<file path="config.mk">
export PLATFORM = sky130hd
export DESIGN_NAME = led_pattern_ctrl
export DESIGN_NICKNAME = d
export VERILOG_FILES = /design/src/rtl/led_pattern_ctrl.sv
export SDC_FILE = /design/constraint.sdc
export NUM_CORES = 1
export LEC_CHECK = 0
export CAP_MARGIN = 10
export CORE_MARGIN = 2
export CORE_UTILIZATION = 60
export DETAILED_ROUTE_END_ITERATION = 16
export GPL_ROUTABILITY_DRIVEN = 0
export PLACE_DENSITY = 0.83
export SYNTH_ARGS = -nofsm -noshare
export SYNTH_HDL_FRONTEND = slang
export SYNTH_SLANG_ARGS = --single-unit
export TNS_END_PERCENT = 50
</file>
<file path="constraint.sdc">
create_clock -name clk -period 5.8 [get_ports clk]
set_clock_uncertainty 0.05 [all_clocks]
set_input_delay 0.87 -clock clk [delete_from_list [all_inputs] [get_ports clk]]
set_output_delay 0.87 -clock clk [all_outputs]
set_load 0.02 [all_outputs]
</file>
<file path="src/rtl/led_pattern_ctrl.sv">
// Multi-channel LED pattern engine: OFF / SOLID / BLINK / CHASE patterns
// driven from one clk prescaler, configured through a valid/ready command port.
module led_pattern_ctrl #(
    parameter int          NUM_LEDS = 4,
    parameter int unsigned TICK_DIV = 50000000,
    parameter int          SEL_W    = $clog2(NUM_LEDS)
) (
    input  logic                clk,
    input  logic                rstn,
    input  logic                cmd_valid,
    output logic                cmd_ready,
    input  logic [1:0]          cmd_mode,
    input  logic [SEL_W-1:0]    cmd_sel,
    input  logic [3:0]          cmd_rate,
    output logic [NUM_LEDS-1:0] led,
    output logic [1:0]          mode_o
);

    typedef enum logic [1:0] {
        MODE_OFF   = 2'b00,
        MODE_SOLID = 2'b01,
        MODE_BLINK = 2'b10,
        MODE_CHASE = 2'b11
    } mode_t;

    localparam logic [31:0]      TICK_LAST = 32'(TICK_DIV - 1);
    localparam logic [SEL_W-1:0] LAST_LED  = SEL_W'(NUM_LEDS - 1);

    mode_t            cap_mode;
    mode_t            act_mode;
    logic [SEL_W-1:0] cap_sel;
    logic [SEL_W-1:0] act_sel;
    logic [SEL_W-1:0] position;
    logic [SEL_W-1:0] next_position;
    logic [SEL_W-1:0] sel_eff;
    logic [3:0]       cap_rate;
    logic [3:0]       act_rate;
    logic [3:0]       rate_eff;
    logic [3:0]       rate_cnt;
    logic [31:0]      prescaler;
    logic             pending;
    logic             phase;
    logic             tick;
    logic             evt;

    function automatic logic [NUM_LEDS-1:0] one_hot(input logic [SEL_W-1:0] idx);
        logic [NUM_LEDS-1:0] v;
        v = '0;
        for (int i = 0; i < NUM_LEDS; i++) begin
            if (idx == SEL_W'(i)) v[i] = 1'b1;
        end
        return v;
    endfunction

    // Out-of-range selects clamp to the last LED; a zero rate behaves as one tick.
    assign sel_eff       = (32'(cmd_sel) >= 32'(NUM_LEDS)) ? LAST_LED : cmd_sel;
    assign rate_eff      = (cmd_rate == 4'd0) ? 4'd1 : cmd_rate;
    assign tick          = (prescaler == TICK_LAST);
    assign evt           = tick && (rate_cnt == act_rate - 4'd1);
    assign next_position = (position == LAST_LED) ? '0 : position + 1'b1;
    assign mode_o        = act_mode;

    // Capture at the accept edge, apply one edge later; apply always beats a
    // coincident pattern event so a new command restarts cleanly.
    always_ff @(posedge clk) begin
        if (!rstn) begin
            cmd_ready <= 1'b0;
            pending   <= 1'b0;
            cap_mode  <= MODE_OFF;
            cap_sel   <= '0;
            cap_rate  <= 4'd1;
            act_mode  <= MODE_OFF;
            act_sel   <= '0;
            act_rate  <= 4'd1;
            prescaler <= '0;
            rate_cnt  <= '0;
            phase     <= 1'b0;
            position  <= '0;
            led       <= '0;
        end else begin
            if (pending) begin
                pending   <= 1'b0;
                cmd_ready <= 1'b1;
                act_mode  <= cap_mode;
                act_sel   <= cap_sel;
                act_rate  <= cap_rate;
                prescaler <= '0;
                rate_cnt  <= '0;
                phase     <= 1'b1;
                position  <= cap_sel;
                led       <= (cap_mode == MODE_OFF) ? '0 : one_hot(cap_sel);
            end else begin
                if (cmd_valid && cmd_ready) begin
                    pending   <= 1'b1;
                    cmd_ready <= 1'b0;
                    cap_mode  <= mode_t'(cmd_mode);
                    cap_sel   <= sel_eff;
                    cap_rate  <= rate_eff;
                end else begin
                    cmd_ready <= 1'b1;
                end

                prescaler <= tick ? '0 : prescaler + 32'd1;
                if (tick) rate_cnt <= evt ? 4'd0 : rate_cnt + 4'd1;

                if (evt) begin
                    case (act_mode)
                        MODE_BLINK: begin
                            phase <= ~phase;
                            led   <= phase ? '0 : one_hot(act_sel);
                        end
                        MODE_CHASE: begin
                            position <= next_position;
                            led      <= one_hot(next_position);
                        end
                        default: ;
                    endcase
                end
            end
        end
    end

endmodule

</file>
==> results by group <==
Final layout
  • Area of combinational cells with multiple inputs: 1650 um2
  • Number of fillers in the final layout: 386
  • Post-route standard cell area excluding fillers: 3340 um2
  • Final Net Count: 365
  • Sequential standard cell area: 1220 um2
  • Number of non-filler instances in the completed layout: 416
  • Antenna diode instance count: 0
  • Share of layout cells above drive strength 1: 8.02%
  • Area growth from synthesis to layout: 12.0%

Yosys
  • Count of flip-flops with a built-in enable after synthesis: 0
  • Cell variety after synth: 51
  • FF+latch count, synth: 61
  • Number of cells produced by synthesis: 333
  • Sequential-to-total area share from yosys stat: 41.0%
  • Post-Syn Nets: 352
  • Avg Synthesized Cell Area: 8.95 um2
  • Share of flip-flops with an asynchronous set or reset after synthesis: 0%
  • Yosys Warn Count: 0
  • Most used flip-flop cell after synthesis: sky130_fd_sc_hd__dfxtp_1
  • Netlist Area Pre-Place: 2980 um2

Global routing
  • Maximum number of pins on one net before global-route repair: 34
  • Number of global-route vias before repair: 2271
  • GRT Total Usage: 23.2%
  • Met1 track demand over resource in global routing: 26.6%
  • Global-route track usage on met3: 8.81%
  • Remaining global-route overflow: 0
  • Grt met2 use: 39.1%
  • Initial antenna violation count: 0
  • Global-route layer with the greatest usage: met2
  • First-pass GRT wire length: 9910 um

Setup path
  • Register-to-Register Path Depth: 5
  • Startpoint of the most critical register-to-register path: prescaler[19]
  • Worst Path Arrival: 2840 ps
  • End of the critical path: prescaler[31]
  • Minimum setup slack among reg-to-reg paths: 3410 ps
  • Crit. End Element: flip-flop
  • Setup Crit Path Kind: input pin to flip-flop
  • Maximum net fanout on the critical path: 33
  • Required time of the worst setup path: 5980 ps
  • R2R Path End: prescaler[31]
  • Critical path startpoint category: input pin
  • Critical path startpoint: rstn

Timing
  • Final period util: 45.8%
  • Number of hold-slack violations in the final timing report: 0
  • Minimum clock period: 2650 ps
  • Transition time of the tightest slew-check pin: 646 ps
  • Total count of max-transition violations in the final report: 0
  • Sum of negative setup slack: 0 ps
  • Setup repair after global routing missed its margin: false
  • Final setup violation count: 0
  • Highest Clock Rate: 0.377 GHz
  • Worst relative slew slack: 56.9%

Clock tree
  • TritonCTS sink count: 61
  • Number of resized instances in the post-cts repair step: 0
  • Number of buffers inserted by hold repair at cts: 0
  • Post-CTS Setup Bufs: 0
  • Clock latency reported for the late side of the worst-skew pair: 350 ps
  • Buffer depth of the longest clock path: 2
  • Clk Tree Root Cell: sky130_fd_sc_hd__clkbuf_8
  • Inserted Clock Buffers: 9
  • Clock tree from TritonCTS: done
  • Number of levels in the clock H-tree: 3
  • Clock-pin slew of the registers on the worst-case setup and hold paths: 60 ps

Floorplanning
  • Die extent in y: 74.5 um
  • Horizontal die dimension: 74.5 um
  • Overall die area: 5550 um2
  • Number of cell rows: 25
  • Number of top-level pins: 18
  • Core Region: 4750 um2
  • Initial standard-cell utilization of the core: 62.7%

Route
  • Iteration-0 DRC count of the detailed router: 129
  • Per-cell routed wire length: 14.0 um
  • Detail-routed via count per cell: 5.77
  • Count of nets left with antenna violations after detail routing: 0
  • Total via count after detailed routing: 2400
  • DRC violation count after routing: 0
  • Detailed Route WL: 5820 um
  • Number of detailed-route iterations in the first pass: 4

Power and ir drop
  • Leakage: 1.21 nW
  • Final total power: 0.809 mW
  • Power per standard cell area: 242 nW/um2
  • Maximum resistive drop on vdd: 0.206 mV

Placed design
  • Cells after DPL: 402
  • Number of buffers inserted by port buffering: 17
  • Post-DP Area: 3170 um2
  • Final HPWL from detailed placement: 3860 um

Flow run
  • Max-capacitance violation count: 0

Status
  • Outcome: completed

Hold path
  • Type of the tightest min-delay check: flip-flop to flip-flop
flip-flops by register name, summed over array words and instances (netlist names), 2 cells and up:
name,cells
act_rate,4
act_sel,2
cap_mode,2
cap_rate,4
cap_sel,2
led,4
mode_o,2
position,2
prescaler,32
rate_cnt,4
per-stage QoR:
stage | utilization, % | setup WS (ps) | hold WS [ps]
global placement | 66.7 | 2850 | 387
floorplan | - | 3830 | 375
finish | 70.2 | 3150 | 409
CTS | 70.2 | 3140 | 404
global route | 70.2 | 3000 | 422
detailed placement | 66.7 | 2780 | 393
critical path, cell delays in order:
cell and delay, ps:
sky130_fd_sc_hd__clkdlybuf4s50_1 650, sky130_fd_sc_hd__nand2b_1 370, sky130_fd_sc_hd__a31o_2 580, sky130_fd_sc_hd__nor2_1 80, sky130_fd_sc_hd__mux2_2 270
worst min-delay path by stage:
stage	start	depth (start not counted)	to	slack [ps]
6_report	cap_rate[0]	2	cap_rate[0]	410
5_1_grt	cap_rate[0]	2	cap_rate[0]	420
4_1_cts	cap_rate[0]	2	cap_rate[0]	400
3_5_place_dp	cap_rate[0]	2	cap_rate[0]	390
3_3_place_gp	cap_rate[0]	2	cap_rate[0]	390
2_1_floorplan	prescaler[0]	1	prescaler[0]	380
cells in the final DEF, fill, tap and decap left out, types with 2 or more instances in the layout:
cell / count
sky130_fd_sc_hd__and2_1: 4
sky130_fd_sc_hd__or3_1: 5
sky130_fd_sc_hd__nand2b_1: 3
sky130_fd_sc_hd__or4b_1: 2
sky130_fd_sc_hd__xnor2_1: 17
sky130_fd_sc_hd__clkinv_2: 2
sky130_fd_sc_hd__clkbuf_8: 11
sky130_fd_sc_hd__dfxtp_1: 61
sky130_fd_sc_hd__nor4b_1: 3
sky130_fd_sc_hd__a21oi_1: 14
sky130_fd_sc_hd__and3_1: 4
sky130_fd_sc_hd__nand3_1: 10
sky130_fd_sc_hd__and4_1: 7
sky130_fd_sc_hd__clkdlybuf4s50_1: 17
sky130_fd_sc_hd__inv_1: 9
sky130_fd_sc_hd__a31o_2: 2
sky130_fd_sc_hd__nand4_1: 9
sky130_fd_sc_hd__a22o_1: 7
sky130_fd_sc_hd__nor4_1: 12
sky130_fd_sc_hd__xor2_1: 12
sky130_fd_sc_hd__nand4_2: 3
sky130_fd_sc_hd__o21ai_0: 11
sky130_fd_sc_hd__nor2_1: 41
sky130_fd_sc_hd__nor3_1: 10
sky130_fd_sc_hd__nor2b_1: 4
sky130_fd_sc_hd__nand2_1: 25
sky130_fd_sc_hd__mux2i_1: 9
sky130_fd_sc_hd__ha_1: 8
sky130_fd_sc_hd__o22ai_1: 4
synthesized netlist by cell type, types with 5 or more instances:
master                     instances  share of area [%]
sky130_fd_sc_hd__mux2i_1           9                3.0
sky130_fd_sc_hd__o21ai_0          11                1.8
sky130_fd_sc_hd__a22o_1            7                2.1
sky130_fd_sc_hd__nor4_1           12                2.5
sky130_fd_sc_hd__and4_1            7                2.1
sky130_fd_sc_hd__inv_1             9                1.1
sky130_fd_sc_hd__ha_1              8                3.4
sky130_fd_sc_hd__nand2_1          25                3.1
sky130_fd_sc_hd__xnor2_1          17                5.0
sky130_fd_sc_hd__xor2_1           12                3.5
sky130_fd_sc_hd__dfxtp_1          61                 41
sky130_fd_sc_hd__clkbuf_1          9                1.1
sky130_fd_sc_hd__or3_1             5                1.0
sky130_fd_sc_hd__nor2_1           41                5.2
sky130_fd_sc_hd__a21oi_1          14                2.4
sky130_fd_sc_hd__nand3_1          10                1.7
sky130_fd_sc_hd__buf_2             5               0.84
sky130_fd_sc_hd__nand4_1           9                1.9
sky130_fd_sc_hd__nor3_1           10                1.7
cell type report:
cell class / instances / share of cell area [%]
clock inverters: 2 / 0.300
well taps: 67 / 2.51
repair buffers: 18 / 5.33
inverters: 10 / 1.13
multi-input cells: 246 / 49.5
flip-flops and latches: 61 / 36.6
clock buffers: 12 / 4.65
metal layers:
layer / part of all wire, % / vias to the layer above
met4: 2.0 / 0
met1: 45 / 1117
met5: 0 / -
met2: 48 / 55
met3: 4.6 / 13
li1: - / 1215
report_power, final:
| group | internal, mW | switching [mW] | total [mW] |
|---|---|---|---|
| Clock | 0.172 | 0.155 | 0.327 |
| Sequential | 0.426 | 0.00599 | 0.432 |
| Combinational | 0.0212 | 0.0279 | 0.0491 |
| Total | 0.619 | 0.189 | 0.809 |
cell families (layout without fill, tap and decap cells):
group | Yosys count | count (layout) | synth area share, %
AOI/OAI and AO/OA | 44 | 44 | 9.49
xor gates and xnor gates | 30 | 30 | 9.32
adders and majority gates | 8 | 8 | 3.36
buffers and inverters | 26 | 42 | 3.61
DFF | 61 | 61 | 41.0
muxes | 10 | 10 | 3.40
and+or+nand+nor | 154 | 154 | 29.8
Power figures use the tool's default switching activity.
